--- src/rtl/sleepwell_ball_motion.sv ---
// rtl/sleepwell_ball_motion.sv - frame-rate ball motion controller with debounced controls
//
// Ports:
//   clk, rst_n          pixel clock, asynchronous active-low reset
//   frame_tick          one-cycle pulse at the start of each frame; all updates happen here
//   btn_pause           raw button, toggles RUN/PAUSE on press
//   btn_speed_up/dn     raw buttons, step speed within 1..MAX_SPEED on press
//   btn_center          raw button, recentres the ball on press
//   ball_x, ball_y      ball centre in pixels
//   speed               current speed in pixels/frame
//   paused              high while in PAUSE
//   bounce              one-cycle pulse after a frame with any wall reversal
//   hit_count           frames containing a bounce, wraps at 255
module sleepwell_ball_motion #(
    parameter int BALL_SIZE       = 20,
    parameter int H_ACTIVE        = 640,
    parameter int V_ACTIVE        = 480,
    parameter int INIT_SPEED      = 2,
    parameter int MAX_SPEED       = 7,
    parameter int DEBOUNCE_FRAMES = 4
) (
    input  logic       clk,
    input  logic       rst_n,
    input  logic       frame_tick,
    input  logic       btn_pause,
    input  logic       btn_speed_up,
    input  logic       btn_speed_dn,
    input  logic       btn_center,
    output logic [9:0] ball_x,
    output logic [9:0] ball_y,
    output logic [2:0] speed,
    output logic       paused,
    output logic       bounce,
    output logic [7:0] hit_count
);

    typedef enum logic {
        ST_RUN   = 1'b0,
        ST_PAUSE = 1'b1
    } state_t;

    // Button bit positions inside the synchronizer/debounce vectors.
    localparam int B_PAUSE  = 0;
    localparam int B_UP     = 1;
    localparam int B_DN     = 2;
    localparam int B_CENTER = 3;

    localparam logic [10:0] X_HI     = 11'(H_ACTIVE - BALL_SIZE);
    localparam logic [10:0] Y_HI     = 11'(V_ACTIVE - BALL_SIZE);
    localparam logic [10:0] LO       = 11'(BALL_SIZE);
    localparam logic [9:0]  X_HI_POS = 10'(H_ACTIVE - BALL_SIZE);
    localparam logic [9:0]  Y_HI_POS = 10'(V_ACTIVE - BALL_SIZE);
    localparam logic [9:0]  LO_POS   = 10'(BALL_SIZE);
    localparam logic [9:0]  X_MID    = 10'(H_ACTIVE / 2);
    localparam logic [9:0]  Y_MID    = 10'(V_ACTIVE / 2);
    localparam logic [2:0]  SPD_INIT = 3'(INIT_SPEED);
    localparam logic [2:0]  SPD_MAX  = 3'(MAX_SPEED);
    localparam logic [3:0]  DB_N     = 4'(DEBOUNCE_FRAMES);

    state_t          state_q, state_d;
    logic [3:0]      sync1_q, sync1_d;
    logic [3:0]      sync2_q, sync2_d;
    logic [3:0]      db_lvl_q, db_lvl_d;
    logic [3:0][3:0] db_cnt_q, db_cnt_d;
    logic [9:0]      ball_x_q, ball_x_d;
    logic [9:0]      ball_y_q, ball_y_d;
    logic            dir_x_neg_q, dir_x_neg_d;
    logic            dir_y_neg_q, dir_y_neg_d;
    logic [2:0]      speed_q, speed_d;
    logic            bounce_q, bounce_d;
    logic [7:0]      hit_count_q, hit_count_d;

    logic [3:0]      press_ev;
    logic [10:0]     x_sum, y_sum, lo_sum;
    logic            x_hit_hi, x_hit_lo, y_hit_hi, y_hit_lo;
    logic            any_bounce;

    // 11-bit sums so that pos+speed near 1023 can never wrap into a false miss.
    assign x_sum    = {1'b0, ball_x_q} + {8'b0, speed_q};
    assign y_sum    = {1'b0, ball_y_q} + {8'b0, speed_q};
    assign lo_sum   = LO + {8'b0, speed_q};
    assign x_hit_hi = (x_sum >= X_HI);
    assign y_hit_hi = (y_sum >= Y_HI);
    assign x_hit_lo = ({1'b0, ball_x_q} <= lo_sum);
    assign y_hit_lo = ({1'b0, ball_y_q} <= lo_sum);

    always_comb begin
        state_d     = state_q;
        sync1_d     = {btn_center, btn_speed_dn, btn_speed_up, btn_pause};
        sync2_d     = sync1_q;
        db_lvl_d    = db_lvl_q;
        db_cnt_d    = db_cnt_q;
        ball_x_d    = ball_x_q;
        ball_y_d    = ball_y_q;
        dir_x_neg_d = dir_x_neg_q;
        dir_y_neg_d = dir_y_neg_q;
        speed_d     = speed_q;
        bounce_d    = 1'b0;
        hit_count_d = hit_count_q;
        press_ev    = 4'b0;
        any_bounce  = 1'b0;

        if (frame_tick) begin
            // Debounce: a level must differ for DB_N consecutive ticks before it is
            // accepted; only the rising acceptance is an action event.
            for (int i = 0; i < 4; i++) begin
                if (sync2_q[i] != db_lvl_q[i]) begin
                    if (db_cnt_q[i] + 4'd1 == DB_N) begin
                        db_lvl_d[i] = ~db_lvl_q[i];
                        db_cnt_d[i] = 4'd0;
                        press_ev[i] = ~db_lvl_q[i];
                    end else begin
                        db_cnt_d[i] = db_cnt_q[i] + 4'd1;
                    end
                end else begin
                    db_cnt_d[i] = 4'd0;
                end
            end

            // Motion uses the pre-tick state and speed; centre overrides it.
            if (press_ev[B_CENTER]) begin
                ball_x_d    = X_MID;
                ball_y_d    = Y_MID;
                dir_x_neg_d = 1'b0;
                dir_y_neg_d = 1'b0;
            end else if (state_q == ST_RUN) begin
                if (!dir_x_neg_q) begin
                    if (x_hit_hi) begin
                        ball_x_d    = X_HI_POS;
                        dir_x_neg_d = 1'b1;
                        any_bounce  = 1'b1;
                    end else begin
                        ball_x_d = x_sum[9:0];
                    end
                end else begin
                    if (x_hit_lo) begin
                        ball_x_d    = LO_POS;
                        dir_x_neg_d = 1'b0;
                        any_bounce  = 1'b1;
                    end else begin
                        ball_x_d = ball_x_q - {7'b0, speed_q};
                    end
                end

                if (!dir_y_neg_q) begin
                    if (y_hit_hi) begin
                        ball_y_d    = Y_HI_POS;
                        dir_y_neg_d = 1'b1;
                        any_bounce  = 1'b1;
                    end else begin
                        ball_y_d = y_sum[9:0];
                    end
                end else begin
                    if (y_hit_lo) begin
                        ball_y_d    = LO_POS;
                        dir_y_neg_d = 1'b0;
                        any_bounce  = 1'b1;
                    end else begin
                        ball_y_d = ball_y_q - {7'b0, speed_q};
                    end
                end
            end

            bounce_d = any_bounce;
            if (any_bounce) begin
                hit_count_d = hit_count_q + 8'd1;
            end

            if (press_ev[B_PAUSE]) begin
                state_d = (state_q == ST_RUN) ? ST_PAUSE : ST_RUN;
            end

            // Simultaneous up and down cancel out.
            if (press_ev[B_UP] && !press_ev[B_DN]) begin
                if (speed_q < SPD_MAX) begin
                    speed_d = speed_q + 3'd1;
                end
            end else if (press_ev[B_DN] && !press_ev[B_UP]) begin
                if (speed_q > 3'd1) begin
                    speed_d = speed_q - 3'd1;
                end
            end
        end
    end

    always_ff @(posedge clk or negedge rst_n) begin
        if (!rst_n) begin
            state_q     <= ST_RUN;
            sync1_q     <= 4'b0;
            sync2_q     <= 4'b0;
            db_lvl_q    <= 4'b0;
            db_cnt_q    <= '0;
            ball_x_q    <= X_MID;
            ball_y_q    <= Y_MID;
            dir_x_neg_q <= 1'b0;
            dir_y_neg_q <= 1'b0;
            speed_q     <= SPD_INIT;
            bounce_q    <= 1'b0;
            hit_count_q <= 8'd0;
        end else begin
            state_q     <= state_d;
            sync1_q     <= sync1_d;
            sync2_q     <= sync2_d;
            db_lvl_q    <= db_lvl_d;
            db_cnt_q    <= db_cnt_d;
            ball_x_q    <= ball_x_d;
            ball_y_q    <= ball_y_d;
            dir_x_neg_q <= dir_x_neg_d;
            dir_y_neg_q <= dir_y_neg_d;
            speed_q     <= speed_d;
            bounce_q    <= bounce_d;
            hit_count_q <= hit_count_d;
        end
    end

    assign ball_x    = ball_x_q;
    assign ball_y    = ball_y_q;
    assign speed     = speed_q;
    assign paused    = (state_q == ST_PAUSE);
    assign bounce    = bounce_q;
    assign hit_count = hit_count_q;

endmodule

--- config.mk ---
export PLATFORM = sky130hd
export DESIGN_NAME = sleepwell_ball_motion
export DESIGN_NICKNAME = d
export VERILOG_FILES = /design/src/rtl/sleepwell_ball_motion.sv
export SDC_FILE = /design/constraint.sdc
export NUM_CORES = 1
export LEC_CHECK = 0
export CORE_MARGIN = 4
export CORE_UTILIZATION = 50
export CTS_CLUSTER_SIZE = 20
export DETAILED_ROUTE_END_ITERATION = 12
export PLACE_DENSITY = 0.74
export SETUP_SLACK_MARGIN = 0.4
export SLEW_MARGIN = 20
export SYNTH_ARGS = -nofsm -noshare
export SYNTH_HDL_FRONTEND = slang
export SYNTH_SLANG_ARGS = --single-unit
--- constraint.sdc ---
create_clock -name clk -period 3.9 [get_ports clk]
set_clock_uncertainty 0.15 [all_clocks]
set_input_delay 1.17 -clock clk [delete_from_list [all_inputs] [get_ports clk]]
set_output_delay 1.17 -clock clk [all_outputs]
set_load 0.01 [all_outputs]
Word-level counts from Yosys, hierarchy flattened
Index checks and enable logic that the tools add are counted.

storage, ports and cells
  register bits = 63
  bits in latches = 0
  RAM bits = 0
  bits in read-only memories = 0
  output and inout port bits = 33
  logic and storage cells = 118
  memories kept = 0

cells by class
  add/subtract/negate cells = 12
  multiply operators = 0
  divide/modulo/power cells = 0
  $lt $le $gt $ge = 6
  equality and inequality tests = 10
  shifts and indexed selects = 0
  muxes and demuxes = 54
  bitwise operators = 4
  reductions and logical operators = 14

operators by type and width
  operator                count
  $mux W10                10
  $mux W1                 32
  $mux W4                 8
  $add A10 B3 Y11         2
  $le A10 B6 Y1           2
  $sub A10 B3 Y10         2
  $add A4 B1 Y4 const B   4
  $eq A4 B3 Y1 const B    4
  $mux W3                 4
  $reduce_and A3 Y1       4
  $ge A11 B10 Y1 const B  1
  $ge A11 B9 Y1 const B   1
  $add A8 B1 Y8 const B   1
  $add A5 B3 Y6 const A   1
  $reduce_and A2 Y1       3
  $ne A1 B1 Y1            4
  $ne A2 B1 Y1 const B    2
  $not A1 Y1              4
  $reduce_and A4 Y1       1
  $reduce_bool A2 Y1      2
  $add A3 B1 Y3 const B   1
  $gt A3 B1 Y1 const B    1
  $lt A3 B3 Y1 const B    1
  $sub A3 B1 Y3 const B   1
  other kinds (2)         4

Depth between registers and ports, before layout
  depth in word-level cells = 10
  mapped depth = 12

Worst setup path after synthesis
Ideal clock, no wire load.

  path type = reg-to-reg
  from = register speed_q[1] (netlist: speed[1])
  to = register hit_count_q[1] (netlist: hit_count[1])
  setup time = 0.125 ns
  arrival time = 2.895 ns
  data required time = 3.625 ns
  slack = 0.730 ns
  stages on the path, launching flop included = 11
  cells stage by stage = dfstp_2 > inv_1 > ha_1 > nor2b_1 > o21ai_2 > o21a_1 > a211o_1 > a221oi_4 > o32ai_4 > nand2_4 > mux2_4

between the ends
  word-level cells in the longest chain between the ends = 10
  elaborated cells on any way between the ends = 17
  those cells by class = 3 x add/sub; 4 x order compare; 9 x mux; 1 x reduce/logical

ends and longest elaborated chain
  what                                                     line      RTL
  start, declared                                          69        logic [2:0] speed_q, speed_d;
  start signal, assigned                                   210       speed_q <= speed_d;
  $add A10 B3 Y11 / $add A5 B3 Y6 (equally long branches)  79, 81
  $ge A11 B10 Y1 / $le A10 B6 Y1 (equally long branches)   82, 84
  $mux W1 (on tied branches)                               128, 136
  $mux W1                                                  127       if (!dir_x_neg_q) begin
  $mux W1 (on tied branches)                               146, 154
  $mux W1 (*)                                              145       if (!dir_y_neg_q) begin
  $mux W1 (*)                                              126       end else if (state_q == ST_RUN) begin
  $mux W1 (*)                                              121       if (press_ev[B_CENTER]) begin
  $mux W1 (*)                                              103       if (frame_tick) begin
  $reduce_and A2 Y1 (no line) (*)                          n/a
  end signal, assigned                                     212       hit_count_q <= hit_count_d;
  end, declared                                            71        logic [7:0] hit_count_q, hit_count_d;

Every way passes the cells marked *; elsewhere a longest branch is shown, timed or not. The select of a mux whose other input is x is not followed.
A chain may end at the register's enable or synchronous reset.

Final worst setup path
Ends and elaborated chain as after synthesis.

==> flow_summary.ini <==
[routing]
dr_total_vias = 3868
wirelength_um = 10800
route.detailed.drc = 0
via_per_inst = 6.19
drtIter0Drc = 227
wl_per_cell_um = 17.3
drtPass1Iterations = 4
ant_nets = 0

[clocking]
cts_hold_buf = 0
cts.sinks = 63
cts_made_buffers = 9
clk_path_buf_depth = 2
cts_tree = done
cts-root-buf = clkbuf_8
cts-htree-levels = 3
clk_latency_ps = 350
clk_pin_slew_ps = 70

[worst_setup_path]
regToRegSetupSlack_ps = 520
timing.rr.end = hit_count[1]
path_class = reg -> reg
crit_buf_inv = 1
timing.critical_path.slowest_cell_delay_ps = 610
cp-start-kind = register
worstPathRequired_ps = 3980
worstPathArrival_ps = 3450
critPathTopFamily = compound AO/OA/AOI/OAI gates
cp_cell_sequence = clkinvlp_4 -> ha_1 -> nor2b_2 -> o21ai_0 -> nor4_1 -> a211oi_1 -> o311a_4 -> o32ai_4 -> nand2_4 -> mux2_4
critPathMaxFanout = 7
worstRegToRegCells = 10
r2r_start = speed[1]
cp-end-kind = register
slowest_stage = dfstp_2

[synthesis]
synth_fa_ha_area_share_pct = 8.95
syn_area_mm2 = 0.00439
synth_top_family_by_area = compound AO/OA/AOI/OAI gates
avgSynthCellArea_um2 = 9.34
netlist-cell-type-count = 81
synth.largest_area_cell = dfrtp_1
synth-edff-count = 0
synth-compound-area-share_pct = 24.1
syn_inst = 470
synth_flop_cell = dfrtp_1
ys_seq_area_share_pct = 36.1
synthArstFlopShare_pct = 100
yosys-top-cells-area = dfrtp_1 (32%), ha_1 (7.1%), xnor2_1 (4.4%)
synth_top_cell_area_share_pct = 31.9
yosys_warnings = 0
syn_nets = 506
synth_xor_area_share_pct = 5.59
yosys_register_bits = 63
synthSimpleGateAreaFrac_pct = 19.3
synthMuxAreaShare_pct = 1.82

[worst_hold_path]
hold_path_depth = 0
min_to = sync2_q[2]
min-delay-start = sync1_q[2]
hold_class = reg -> reg

[die]
initial_utilization_pct = 52.4
io_pins = 40
row_count = 33
die_w_um = 102
die_h_um = 102
coreArea_mm2 = 0.00838
dieArea_mm2 = 0.0103

[pwr]
power.density_mw_per_mm2 = 714
peakVddDrop_uv = 418
cellLeakagePower_nw = 2.18

[placement]
hpwl_um = 7650
gp_congestion = 0.955
port_buffers = 39
dpl_cell_area_mm2 = 0.00489

[global_route]
grt_pass1_vias = 3772
grt_usage_pct = 21.9
grt_pass1_wl_um = 18100
overflow = 0
antenna_found_initial = 0
grt_max_degree = 43

[timing]
slew_headroom_pct = 62.5
period_needed_ps = 3380
setup_tns_ps = 0
finalHoldViolations = 0
setup_violations = 0
rsz0062_at_grt = no
fmax_mhz = 296
worst_pin_slew_ps = 563
post-route-period-util_pct = 86.5
drv_slew = 0

[run]
drv_cap = 0

[layout]
utilization_pct = 61.2
finalNetCount = 551
areaGrowthSynthToFinish_pct = 17.0
finalInstanceArea_mm2 = 0.00513
num_antenna_cells = 0
drive_gt1_share_pct = 14.6

[status]
outcome = completed
## cells in the final DEF, fill, tap and decap left out, drive strengths merged, types with 5 or more instances in the layout
cell type	instances
dfstp	7
nand3	12
clkbuf	9
a21o	8
o31ai	9
ha	25
nor2b	11
buf	16
nand2b	6
o21ai	31
a21oi	30
nand4	6
inv	23
nor3	15
clkdlybuf4s50	38
nor4	5
xnor2	22
o2bb2ai	7
mux2	5
a221oi	5
dfrtp	56
nor2	32
xor2	6
and2	5
a22o	7
nand2	41
## cell families after synthesis
group | Yosys count
xor+xnor | 28
flops | 63
simple gates | 158
compound gates | 141
buf+inv | 44
fa+ha+maj | 29
mux | 7
## worst reg2reg max path, delay by kind of cell, from the launching register on
| kind | cells | cell delay, ps |
|---|---|---|
| compound gates | 4 | 1020 |
| fa+ha+maj | 1 | 370 |
| buf+inv | 1 | 180 |
| flops | 1 | 610 |
| mux | 1 | 310 |
| simple gates | 3 | 640 |
## repair_timing
action / in CTS / in global routing
buffers inserted: 0 / 5
endpoints found under the hold margin: 0 / 0
setup endpoints to repair: 0 / 13
resized for setup: 0 / 8
## worst max-delay path by stage
stage	startpoint	endpoint	slack (ps)	cells after the start
after floorplan	speed[1]	hit_count[1]	730	10
after global placement	speed[1]	hit_count[1]	540	10
after detailed placement	speed[1]	hit_count[1]	420	10
after CTS	speed[1]	hit_count[1]	400	10
after global routing	speed[1]	hit_count[1]	410	10
final	speed[1]	hit_count[1]	520	10
## synth_stat cells (9+ instances only)
| cell type | number |
|---|---|
| nor3_1 | 15 |
| clkbuf_1 | 10 |
| o21ai_0 | 28 |
| nand2_1 | 39 |
| inv_1 | 23 |
| nor2_1 | 27 |
| a21oi_1 | 30 |
| nand3_1 | 12 |
| xnor2_1 | 22 |
| dfrtp_1 | 56 |
| ha_1 | 25 |
| nor2b_1 | 11 |
| o31ai_1 | 9 |
## metrics by stage
stage	total power, mW	std cells	hold slack, ps	setup WS [ps]
floorplan	2.47	470	181	730
global placement	3.04	604	185	544
detailed placement	3.08	604	191	418
CTS	3.60	620	208	403
global route	3.96	625	217	412
finish	3.67	625	205	525
## final cells by class
type	count	area [um^2]
timing repair buffer	54	498
fill	700	3250
clock buffer	9	124
multi-input combinational	363	2650
tap	105	131
sequential	63	1590
inverter	24	93.8
clock inverter	7	50.0
## layer usage
| metal | wire length [um] | share of wire (%) | up-vias | GRT usage (%) |
|---|---|---|---|---|
| met5 | 0 | 0 | - | 0 |
| met4 | 268 | 2.5 | 0 | 9.71 |
| met3 | 767 | 7.1 | 32 | 4.27 |
| met2 | 5010 | 46 | 169 | 34.1 |
| met1 | 4750 | 44 | 1855 | 29.8 |
| li1 | - | - | 1812 | - |
## registers in the layout, summed over array words and instances (netlist names)
| register | cells |
|---|---|
| hit_count | 8 |
| speed | 3 |
| db_cnt_q | 16 |
| dir_y_neg_q | 1 |
| sync1_q | 4 |
| sync2_q | 4 |
| db_lvl_q | 4 |
| dir_x_neg_q | 1 |
| ball_y | 10 |
| ball_x | 10 |
| paused | 1 |
| bounce | 1 |
## where the power goes
part | switching, mW | total, mW | leakage (nW) | internal (mW)
Sequential | 0.306 | 1.16 | 0.798 | 0.851
Combinational | 1.08 | 2.00 | 1.30 | 0.917
Clock | 0.282 | 0.512 | 0.0812 | 0.230
Note: power is estimated with default switching activity, not from simulation.
